===== src/rtl/mixer_pkg.sv =====
// Shared constants and the 16-bit saturation helper for the voice mixer
// and any later stage that narrows a wide accumulator to a sample.
package mixer_pkg;

  localparam int SAMPLE_W = 16;
  localparam int IDX_W    = 8;
  // Widest accumulator sat16 accepts; callers sign-extend into it.
  localparam int SAT_IN_W = 64;

  localparam logic signed [SAMPLE_W-1:0] SAMPLE_MAX = 16'sh7FFF;
  localparam logic signed [SAMPLE_W-1:0] SAMPLE_MIN = 16'sh8000;

  // Clamp a wide signed value to the signed 16-bit sample range.
  function automatic logic signed [SAMPLE_W-1:0] sat16(input logic signed [SAT_IN_W-1:0] x);
    if (x > SAT_IN_W'(SAMPLE_MAX)) begin
      return SAMPLE_MAX;
    end else if (x < SAT_IN_W'(SAMPLE_MIN)) begin
      return SAMPLE_MIN;
    end else begin
      return x[SAMPLE_W-1:0];
    end
  endfunction

endpackage


===== src/rtl/voice_mixer_if.sv =====
// Voice strobe input and mixed-sample valid/ready output of the mixer.
// master: the environment (envelope stage + serializer); slave: the mixer.
interface voice_mixer_if;
  import mixer_pkg::*;

  logic [IDX_W-1:0]           voice_index;
  logic signed [SAMPLE_W-1:0] voice_sample;
  logic                       sample_valid;
  logic signed [SAMPLE_W-1:0] out_sample;
  logic                       out_valid;
  logic                       out_ready;

  modport master (
    output voice_index, voice_sample, sample_valid, out_ready,
    input  out_sample, out_valid
  );

  modport slave (
    input  voice_index, voice_sample, sample_valid, out_ready,
    output out_sample, out_valid
  );
endinterface


===== src/rtl/sat_shift.sv =====
// Combinational arithmetic (floor) right shift followed by 16-bit clamp.
module sat_shift
  import mixer_pkg::*;
#(
  parameter int ACC_WIDTH = 24,
  parameter int SHIFT     = 5
) (
  input  logic signed [ACC_WIDTH-1:0] acc_i,
  output logic signed [SAMPLE_W-1:0]  sample_o
);

  logic signed [ACC_WIDTH-1:0] shifted;

  assign shifted  = acc_i >>> SHIFT;
  assign sample_o = sat16(SAT_IN_W'(shifted));

endmodule


===== src/rtl/voice_mixer.sv =====
// Sums one enveloped sample per voice into a mono frame, scales and
// saturates it, and holds it for the serializer on a valid/ready port.
// Sticky flags report frame sequencing errors and output overruns.
module voice_mixer
  import mixer_pkg::*;
#(
  parameter int NUM_VOICES = 32,
  parameter int ACC_WIDTH  = 24,
  parameter int SHIFT      = 5
) (
  input  logic          clk,
  input  logic          reset,
  voice_mixer_if.slave  bus,
  input  logic          clear_flags,
  output logic          seq_error,
  output logic          overrun
);

  // One spare bit so a count of NUM_VOICES is representable.
  localparam int CNT_W = IDX_W + 1;
  localparam logic [CNT_W-1:0] LAST_CNT = CNT_W'(NUM_VOICES - 1);

  logic signed [ACC_WIDTH-1:0] acc_q, acc_d, acc_base, total;
  logic [CNT_W-1:0]            cnt_q, cnt_d, cnt_base;
  logic [IDX_W-1:0]            expect_q, expect_d;
  logic signed [SAMPLE_W-1:0]  out_sample_q, out_sample_d, mixed;
  logic                        out_valid_q, out_valid_d;
  logic                        seq_error_q, seq_error_d;
  logic                        overrun_q, overrun_d;
  logic                        strobe, is_first, is_close;

  // Out-of-range indices are dropped before they touch any state.
  assign strobe   = bus.sample_valid && (int'(bus.voice_index) < NUM_VOICES);
  assign is_first = (bus.voice_index == '0);
  assign is_close = (int'(bus.voice_index) == NUM_VOICES - 1);

  // Index 0 restarts the sum, so a single-voice frame totals just its sample.
  assign acc_base = is_first ? '0 : acc_q;
  assign cnt_base = is_first ? '0 : cnt_q;
  assign total    = acc_base + ACC_WIDTH'(bus.voice_sample);

  sat_shift #(
    .ACC_WIDTH (ACC_WIDTH),
    .SHIFT     (SHIFT)
  ) u_sat_shift (
    .acc_i    (total),
    .sample_o (mixed)
  );

  // Next-state: accumulate, check ordering, close frames, run the handshake.
  always_comb begin
    // NOTE: every target gets a default first, so no path leaves a latch.
    acc_d        = acc_q;
    cnt_d        = cnt_q;
    expect_d     = expect_q;
    out_sample_d = out_sample_q;
    out_valid_d  = out_valid_q && !bus.out_ready;
    seq_error_d  = seq_error_q && !clear_flags;
    overrun_d    = overrun_q && !clear_flags;

    if (strobe) begin
      if (is_first && cnt_q != '0) seq_error_d = 1'b1;
      if (!is_first && bus.voice_index != expect_q) seq_error_d = 1'b1;

      if (is_close) begin
        out_sample_d = mixed;
        out_valid_d  = 1'b1;
        if (out_valid_q && !bus.out_ready) overrun_d = 1'b1;
        if (cnt_base != LAST_CNT) seq_error_d = 1'b1;
        acc_d    = '0;
        cnt_d    = '0;
        expect_d = '0;
      end else begin
        acc_d    = total;
        // Saturate so a long run of strobes without a close cannot wrap.
        cnt_d    = (cnt_base == '1) ? cnt_base : cnt_base + CNT_W'(1);
        expect_d = bus.voice_index + IDX_W'(1);
      end
    end
  end

  // State registers with synchronous active-low reset.
  always_ff @(posedge clk) begin
    // NOTE: sequential state uses non-blocking assignments only.
    if (!reset) begin
      acc_q        <= '0;
      cnt_q        <= '0;
      expect_q     <= '0;
      out_sample_q <= '0;
      out_valid_q  <= 1'b0;
      seq_error_q  <= 1'b0;
      overrun_q    <= 1'b0;
    end else begin
      acc_q        <= acc_d;
      cnt_q        <= cnt_d;
      expect_q     <= expect_d;
      out_sample_q <= out_sample_d;
      out_valid_q  <= out_valid_d;
      seq_error_q  <= seq_error_d;
      overrun_q    <= overrun_d;
    end
  end

  assign bus.out_sample = out_sample_q;
  assign bus.out_valid  = out_valid_q;
  assign seq_error      = seq_error_q;
  assign overrun        = overrun_q;

endmodule


===== src/flat_wrapper.sv =====
// flat-port wrapper written by rule: the top's interface ports become plain ports
module voice_mixer_flat import mixer_pkg::*;
#(
  parameter int NUM_VOICES = 32,
  parameter int ACC_WIDTH  = 24,
  parameter int SHIFT      = 5
)
  (clk, reset, clear_flags, seq_error, overrun, bus_voice_index, bus_voice_sample, bus_sample_valid, bus_out_ready, bus_out_sample, bus_out_valid);
  voice_mixer_if bus_i ();
  input  logic clk;
  input  logic reset;
  input  logic clear_flags;
  output logic seq_error;
  output logic overrun;
  input wire logic [$bits(bus_i.voice_index)-1:0] bus_voice_index;
  input wire logic [$bits(bus_i.voice_sample)-1:0] bus_voice_sample;
  input wire logic [$bits(bus_i.sample_valid)-1:0] bus_sample_valid;
  input wire logic [$bits(bus_i.out_ready)-1:0] bus_out_ready;
  output wire logic [$bits(bus_i.out_sample)-1:0] bus_out_sample;
  output wire logic [$bits(bus_i.out_valid)-1:0] bus_out_valid;
  assign bus_i.voice_index = bus_voice_index;
  assign bus_i.voice_sample = bus_voice_sample;
  assign bus_i.sample_valid = bus_sample_valid;
  assign bus_i.out_ready = bus_out_ready;
  assign bus_out_sample = bus_i.out_sample;
  assign bus_out_valid = bus_i.out_valid;
  voice_mixer #(.NUM_VOICES(NUM_VOICES), .ACC_WIDTH(ACC_WIDTH), .SHIFT(SHIFT)) u_core (.clk(clk), .reset(reset), .bus(bus_i), .clear_flags(clear_flags), .seq_error(seq_error), .overrun(overrun));
endmodule

===== config.mk =====
export PLATFORM = sky130hd
export DESIGN_NAME = voice_mixer_flat
export DESIGN_NICKNAME = d
export VERILOG_FILES = /design/src/rtl/mixer_pkg.sv /design/src/rtl/voice_mixer_if.sv /design/src/rtl/sat_shift.sv /design/src/rtl/voice_mixer.sv /design/src/flat_wrapper.sv
export SDC_FILE = /design/constraint.sdc
export NUM_CORES = 1
export LEC_CHECK = 0
export BUFFER_PORTS_ARGS = -buffer_cell sky130_fd_sc_hd__buf_2
export CAP_MARGIN = 20
export CORE_UTILIZATION = 64
export CTS_CLUSTER_DIAMETER = 40
export DETAILED_ROUTE_END_ITERATION = 8
export PLACE_DENSITY = 0.89
export SYNTH_ARGS = -nofsm -noshare
export SYNTH_HDL_FRONTEND = slang
export SYNTH_HIERARCHICAL = 1
export SYNTH_SLANG_ARGS = --single-unit

===== constraint.sdc =====
create_clock -name clk -period 6.89 [get_ports clk]
set_input_delay 0.3445 -clock clk [delete_from_list [all_inputs] [get_ports clk]]
set_output_delay 0.3445 -clock clk [all_outputs]
set_load 0.1 [all_outputs]

* Word level (Yosys, flattened, before mapping)
Index checks and enable logic that the tools add are counted.
Operators by class: muxes and demuxes 18, eq/ne operators 4, add/sub/neg operators 3, magnitude comparators 3, reductions and logical operators 12
Operator list (number):
- 24-bit two-way mux | 2
- 16-bit two-way mux | 2
- 9-bit two-way mux | 3
- 24-bit by 16-bit adder with 24-bit output | 1
- 19-bit by 16-bit > comparator with 1-bit output, second input constant | 1
- 19-bit by 16-bit less-than comparator with 1-bit output, second input constant | 1
- 1-bit two-way mux | 10
- 9-bit by 1-bit adder with 9-bit output, second input constant | 1
- 9-bit equality test, second input constant | 1
- 9-bit by 5-bit inequality test with 1-bit output, second input constant | 1
- 9-bit nonzero test | 1
- 8-bit by 1-bit adder with 8-bit output, second input constant | 1
- 8-bit by 6-bit equality test with 1-bit output, second input constant | 1
- 8-bit zero test | 1
- 8-bit by 6-bit less-than comparator with 1-bit output, second input constant | 1
- 8-bit two-way mux | 1
- 8-bit inequality test | 1
- 1-bit logical AND | 6
- 1-bit zero test | 3
- 2-bit AND reduction | 1
Storage, ports and cells: logic and storage cells 47, register bits after elaboration 60

* Logic depth before layout (Yosys ltp)
word-level depth 7, depth in mapped cells 22

* Hierarchy
Netlist, hierarchy kept.
By module, submodules not included:
- voice_mixer | cells an instance 469, area an instance 3857.4 um2, instances 1
- sat_shift | cells an instance 56, area an instance 374.1 um2, instances 1

* Worst setup path after synthesis
Ideal clock, no wire load.
path type input-to-reg, start point in bus_voice_index[0], end point reg u_core.out_sample_q[5], in the netlist u_core/bus.out_sample[5], data arrival time 4.366 ns, cell stages on the path 22, buffers on the path 5, setup slack 2.448 ns, setup time 0.076 ns, data required time 6.814 ns, cells stage by stage inv_1 -> ha_1 -> or4b_1 -> or2_0 -> clkbuf_1 -> buf_2 -> clkbuf_1 -> and2_1 -> ha_1 -> fa_1 -> a21o_1 -> a221oi_2 -> a2bb2oi_2 -> nand2_2 -> a41oi_2 -> xnor2_1 -> buf_6 -> a21boi_4 -> buf_6 -> nor3_1 -> nand2_1 -> a21boi_0
Between the ends: cells in the longest elaborated chain, start to end 6, elaborated cells between the ends (all ways) 11, classes of those cells add/sub: 1; order compare: 3; eq/ne: 1; mux: 3; reduce/logical: 3
RTL lines:
- start: declaration | RTL line flat_wrapper.sv:15 | input wire logic [$bits(bus_i.voice_index)-1:0] bus_voice_index;
- 8-bit zero test (*) | RTL line voice_mixer.sv:34 | assign is_first = (bus.voice_index == '0);
- 24-bit two-way mux (*) | RTL line voice_mixer.sv:38 | assign acc_base = is_first ? '0 : acc_q;
- 24-bit by 16-bit adder with 24-bit output (*) | RTL line voice_mixer.sv:40 | assign total = acc_base + ACC_WIDTH'(bus.voice_sample);
- net u_core.total[20] | RTL line voice_mixer.sv:23 | logic signed [ACC_WIDTH-1:0] acc_q, acc_d, acc_base, total;
- 19-bit by 16-bit less-than comparator with 1-bit output | RTL line mixer_pkg.sv:17 | end else if (x < SAT_IN_W'(SAMPLE_MIN)) begin
- 16-bit two-way mux | RTL line mixer_pkg.sv:17
- 16-bit two-way mux (*) | RTL line mixer_pkg.sv:15 | if (x > SAT_IN_W'(SAMPLE_MAX)) begin
- net u_core.mixed[5] | RTL line voice_mixer.sv:26 | logic signed [SAMPLE_W-1:0] out_sample_q, out_sample_d, mixed;
- end signal: assignment | RTL line voice_mixer.sv:97 | out_sample_q <= out_sample_d;
- end: declaration | RTL line voice_mixer.sv:26
Mark *: on every way through the listed nets, which the timed path passes. The rest lies on a longest branch. A chain may end at the register's enable or synchronous reset.

* Final worst setup path
start point in bus_voice_index[0], end point reg u_core.out_sample_q[0], in the netlist u_core/bus.out_sample[0]
Same word-level chain as after synthesis.

==> summary.md <==
| Metric | Value |
|---|---|
| Outcome | complete, no violations |
| Initial antenna violation count | 0 |
| Final core utilization | 73.5% |
| FF-to-FF Start | u_core/acc_q[1]$_SDFFE_PN0P_ |
| Synth Register Bits | 60 |
| Worst-path clk slew | 0.06 ns |
| WP data arrival | 4.78 ns |
| Final #Nets | 609 |
| Clock buffer count from CTS | 9 |
| Fmax | 219 MHz |
| RSZ-0062 raised after global routing | false |
| R2R cell count | 14 |
| Final wirelength | 10.1 mm |
| CTS tree | yes |
| Clock network power share | 41.3% |
| Tot Pwr | 856 uW |
| Die Y | 83.3 um |
| Final cycle utilization of the critical path | 66.2% |
| Top delay family on crit path | simple AND/OR/NAND/NOR gates |
| Warnings, synthesis | 6 |
| Commonest non-fill, non-tap cell in the layout | nand2_1 |
| Leakage | 0.00198 uW |
| Min-delay src | clear_flags |
| First-pass GRT wire length | 16.6 mm |
| Post-layout min period | 4.56 ns |
| Critical path class | input port to register |
| Area grow syn2layout | 10.3% |
| Crit-path max cell delay | 0.48 ns |
| Max-slew violations | 0 |
| Worst endpoint required time | 7.11 ns |
| Root Buffer | clkbuf_8 |
| Max_cap viols | 0 |
| Post-Synthesis Cells | 525 |
| RR Endpoint | u_core/bus.out_sample[0]$_SDFFE_PN0P_ |
| TritonRoute pass-1 iters | 5 |
| Hold Path Stages | 3 |
| Total Routing Usage GR | 29.3% |
| Crit path cell chain | buf_2 -> inv_1 -> ha_1 -> or4b_1 -> or2_0 -> buf_4 -> and2_1 -> ha_1 -> a211oi_1 -> o211ai_1 -> a31oi_1 -> nor4_1 -> nor4_2 -> xor2_1 -> xor2_1 -> buf_4 -> a21boi_4 -> nor3_1 -> nand2_1 -> a21boi_0 |
| Critical Path Start Type | input port |
| Number of global-route vias before repair | 3585 |
| Rel. slew slack | 38.2% |
| CP bufs+invs | 4 |
| Detail Placement HPWL | 7.24 mm |
| Final setup fails | 0 |
| Pint | 622 uW |
| Hold_buf cts | 0 |
| Mean post-synth cell area | 8.06 um^2 |
| Fraction of registers with async set/reset | 0% |
| Worst setup path start | bus_voice_index[0] |
| Reg area | 1200 um^2 |
| Maximum fanout along the worst path | 33 |
| Synth Net Count | 581 |
| Worst VDD drop | 0.186 mV |
| # DRC | 0 |
| Final Hold Fails | 0 |
| Core ar. | 6350 um^2 |
| H-tree depth | 3 |
| Worst Skew | 0.00343 ns |
| Commonest non-fill, non-tap cells in the layout | nand2_1, dfxtp_1, buf_2, a21boi_0, a21oi_1 |
| Total clock sinks | 60 |
| PD cells | 183 nW/um^2 |
| DRT iter0 DRCs | 268 |
| Max clock buf depth | 2 |
| Smallest hold slack | 0.311 ns |
| Worst slew pin tran | 0.927 ns |
| Avg WL per Cell | 15.9 um |
| Std cell rows | 29 |
| Largest net degree at the start of global routing | 47 |
| IO Count | 48 |
| R2R Setup Slk | 3.35 ns |
| EDFF count, synth | 0 |
| Predominant post-synthesis flop cell | dfxtp_1 |
| Netlist cell types | 63 |
| Stages on worst setup path | 20 |
| N_diodes | 0 |
| DR vias | 3986 |
| Setup repair bufs after CTS | 0 |
| Crit. End Element | register |
| Synth Cell Area | 4230 um^2 |
| Worst path slowest cell | or4b_1 |
| DRT antenna net count | 0 |
| DIE AREA | 6940 um^2 |
| Starting Density | 66.6% |
| Seq pwr share | 41.4% |
| Area of the multi-input gates | 2830 um^2 |
| Psw | 234 uW |
| Critical path destination | u_core/bus.out_sample[0]$_SDFFE_PN0P_ |
| Vias per Instance | 6.28 |
| GP Congestion | 0.898 |
| Layout cells sized above 1 | 15.1% |
| Comb power frac | 17.4% |
| Sum Neg Setup Slack | 0 ns |
| Buffers on Ports | 47 |
| Post-CTS sizing | 0 |
| Seq/Total Area, Yosys | 28.4% |
| Filler cells | 486 |
| Chip width | 83.3 um |
| Global route total overflow | 0 |
| Worst Hold Class | input port to register |
| Skew-Pair Late Insertion Delay | 0.34 ns |
| Switching fraction of total power | 27.3% |
[layout make-up]
class,instances,share of cell area (%)
Inverter,8,0.643
Multi-Input combinational cell,421,60.6
Timing Repair Buffer,53,6.09
Clock buffer,10,2.95
Sequential cell,60,25.7
Clock inverter,6,1.88
Tap cell,77,2.06
[registers in the layout (all words and copies together), names as in the netlist]
signal,count
u_core/seq_error,1
u_core/cnt_q,9
u_core/bus.out_sample,16
u_core/bus.out_valid,1
u_core/expect_q,8
u_core/overrun,1
u_core/acc_q,24
[per-layer routing]
metal | global-route usage (%) | share of wire (%)
met2 | 52.3 | 52
met5 | 0 | 0
met4 | 10.5 | 1.7
met3 | 5.77 | 5.6
met1 | 34.6 | 41
[Yosys cell counts (all sizes together), types with 2 or more instances]
| library cell | n | area, um^2 |
|---|---|---|
| xor2 | 16 | 140 |
| a22o | 12 | 105 |
| nor2 | 20 | 77.6 |
| a31oi | 9 | 56.3 |
| clkbuf | 22 | 83.8 |
| nor3b | 2 | 15.0 |
| o21bai | 2 | 15.0 |
| nand2b | 2 | 12.5 |
| or2 | 3 | 18.8 |
| a21oi | 30 | 150 |
| nand4 | 7 | 43.8 |
| nor3 | 21 | 105 |
| o21ai | 16 | 80.1 |
| nand3 | 10 | 55.1 |
| nand2 | 65 | 246 |
| a211oi | 4 | 35.0 |
| dfxtp | 60 | 1200 |
| o211ai | 2 | 15.0 |
| o21a | 2 | 15.0 |
| and2 | 28 | 175 |
| o211a | 2 | 20.0 |
| a22oi | 12 | 90.1 |
| ha | 26 | 325 |
| nor4 | 21 | 138 |
| xnor2 | 18 | 158 |
| buf | 14 | 93.8 |
| a221oi | 2 | 30.0 |
| nand3b | 2 | 15.0 |
| a21o | 7 | 52.6 |
| a21boi | 34 | 267 |
| inv | 8 | 30.0 |
| nor2b | 19 | 119 |
| and3 | 10 | 62.6 |
[worst reg2reg max path, delay by kind of cell, from the launching register on]
| kind | cells | cell delay [ns] |
|---|---|---|
| buf+inv | 1 | 0.22 |
| simple gates | 5 | 0.80 |
| compound gates | 5 | 1.34 |
| xor+xnor | 2 | 0.45 |
| fa+ha+maj | 1 | 0.31 |
| flops | 1 | 0.32 |
[through the flow]
stage	worst slack, ns	cell area, um^2	cells
detailed placement	1.96	4430	618
CTS	2.30	4660	634
global placement	2.13	4430	618
finish	2.33	4670	635
floorplan	2.45	4230	525
global route	2.01	4670	635
[worst min-delay path by stage]
stage / to / slack, ns
4_1_cts: u_core/seq_error$_SDFF_PN0_ / 0.30
5_1_grt: u_core/seq_error$_SDFF_PN0_ / 0.32
2_1_floorplan: u_core/acc_q[15]$_SDFFE_PN0P_ / 0.43
3_3_place_gp: u_core/acc_q[15]$_SDFFE_PN0P_ / 0.45
3_5_place_dp: u_core/acc_q[12]$_SDFFE_PN0P_ / 0.45
6_report: u_core/seq_error$_SDFF_PN0_ / 0.31
[power by group through the flow]
stage          Sequential (uW)  Combinational (uW)  Clock [uW]
2_1_floorplan              363                 111           0
3_3_place_gp               362                 141           0
3_5_place_dp               362                 144           0
4_1_cts                    354                 145         357
5_1_grt                    354                 162         375
6_report                   354                 149         353
[logic make-up after synthesis]
group / synth area share (%)
XOR/XNOR: 7.04
multiplexers: 0.237
AO/OA/AOI/OAI: 25.1
AND/OR/NAND/NOR: 26.2
flip-flops: 28.4
buffers and inverters: 4.91
adder cells (fa/ha/maj): 8.16
(Power assumes the default switching activity.)
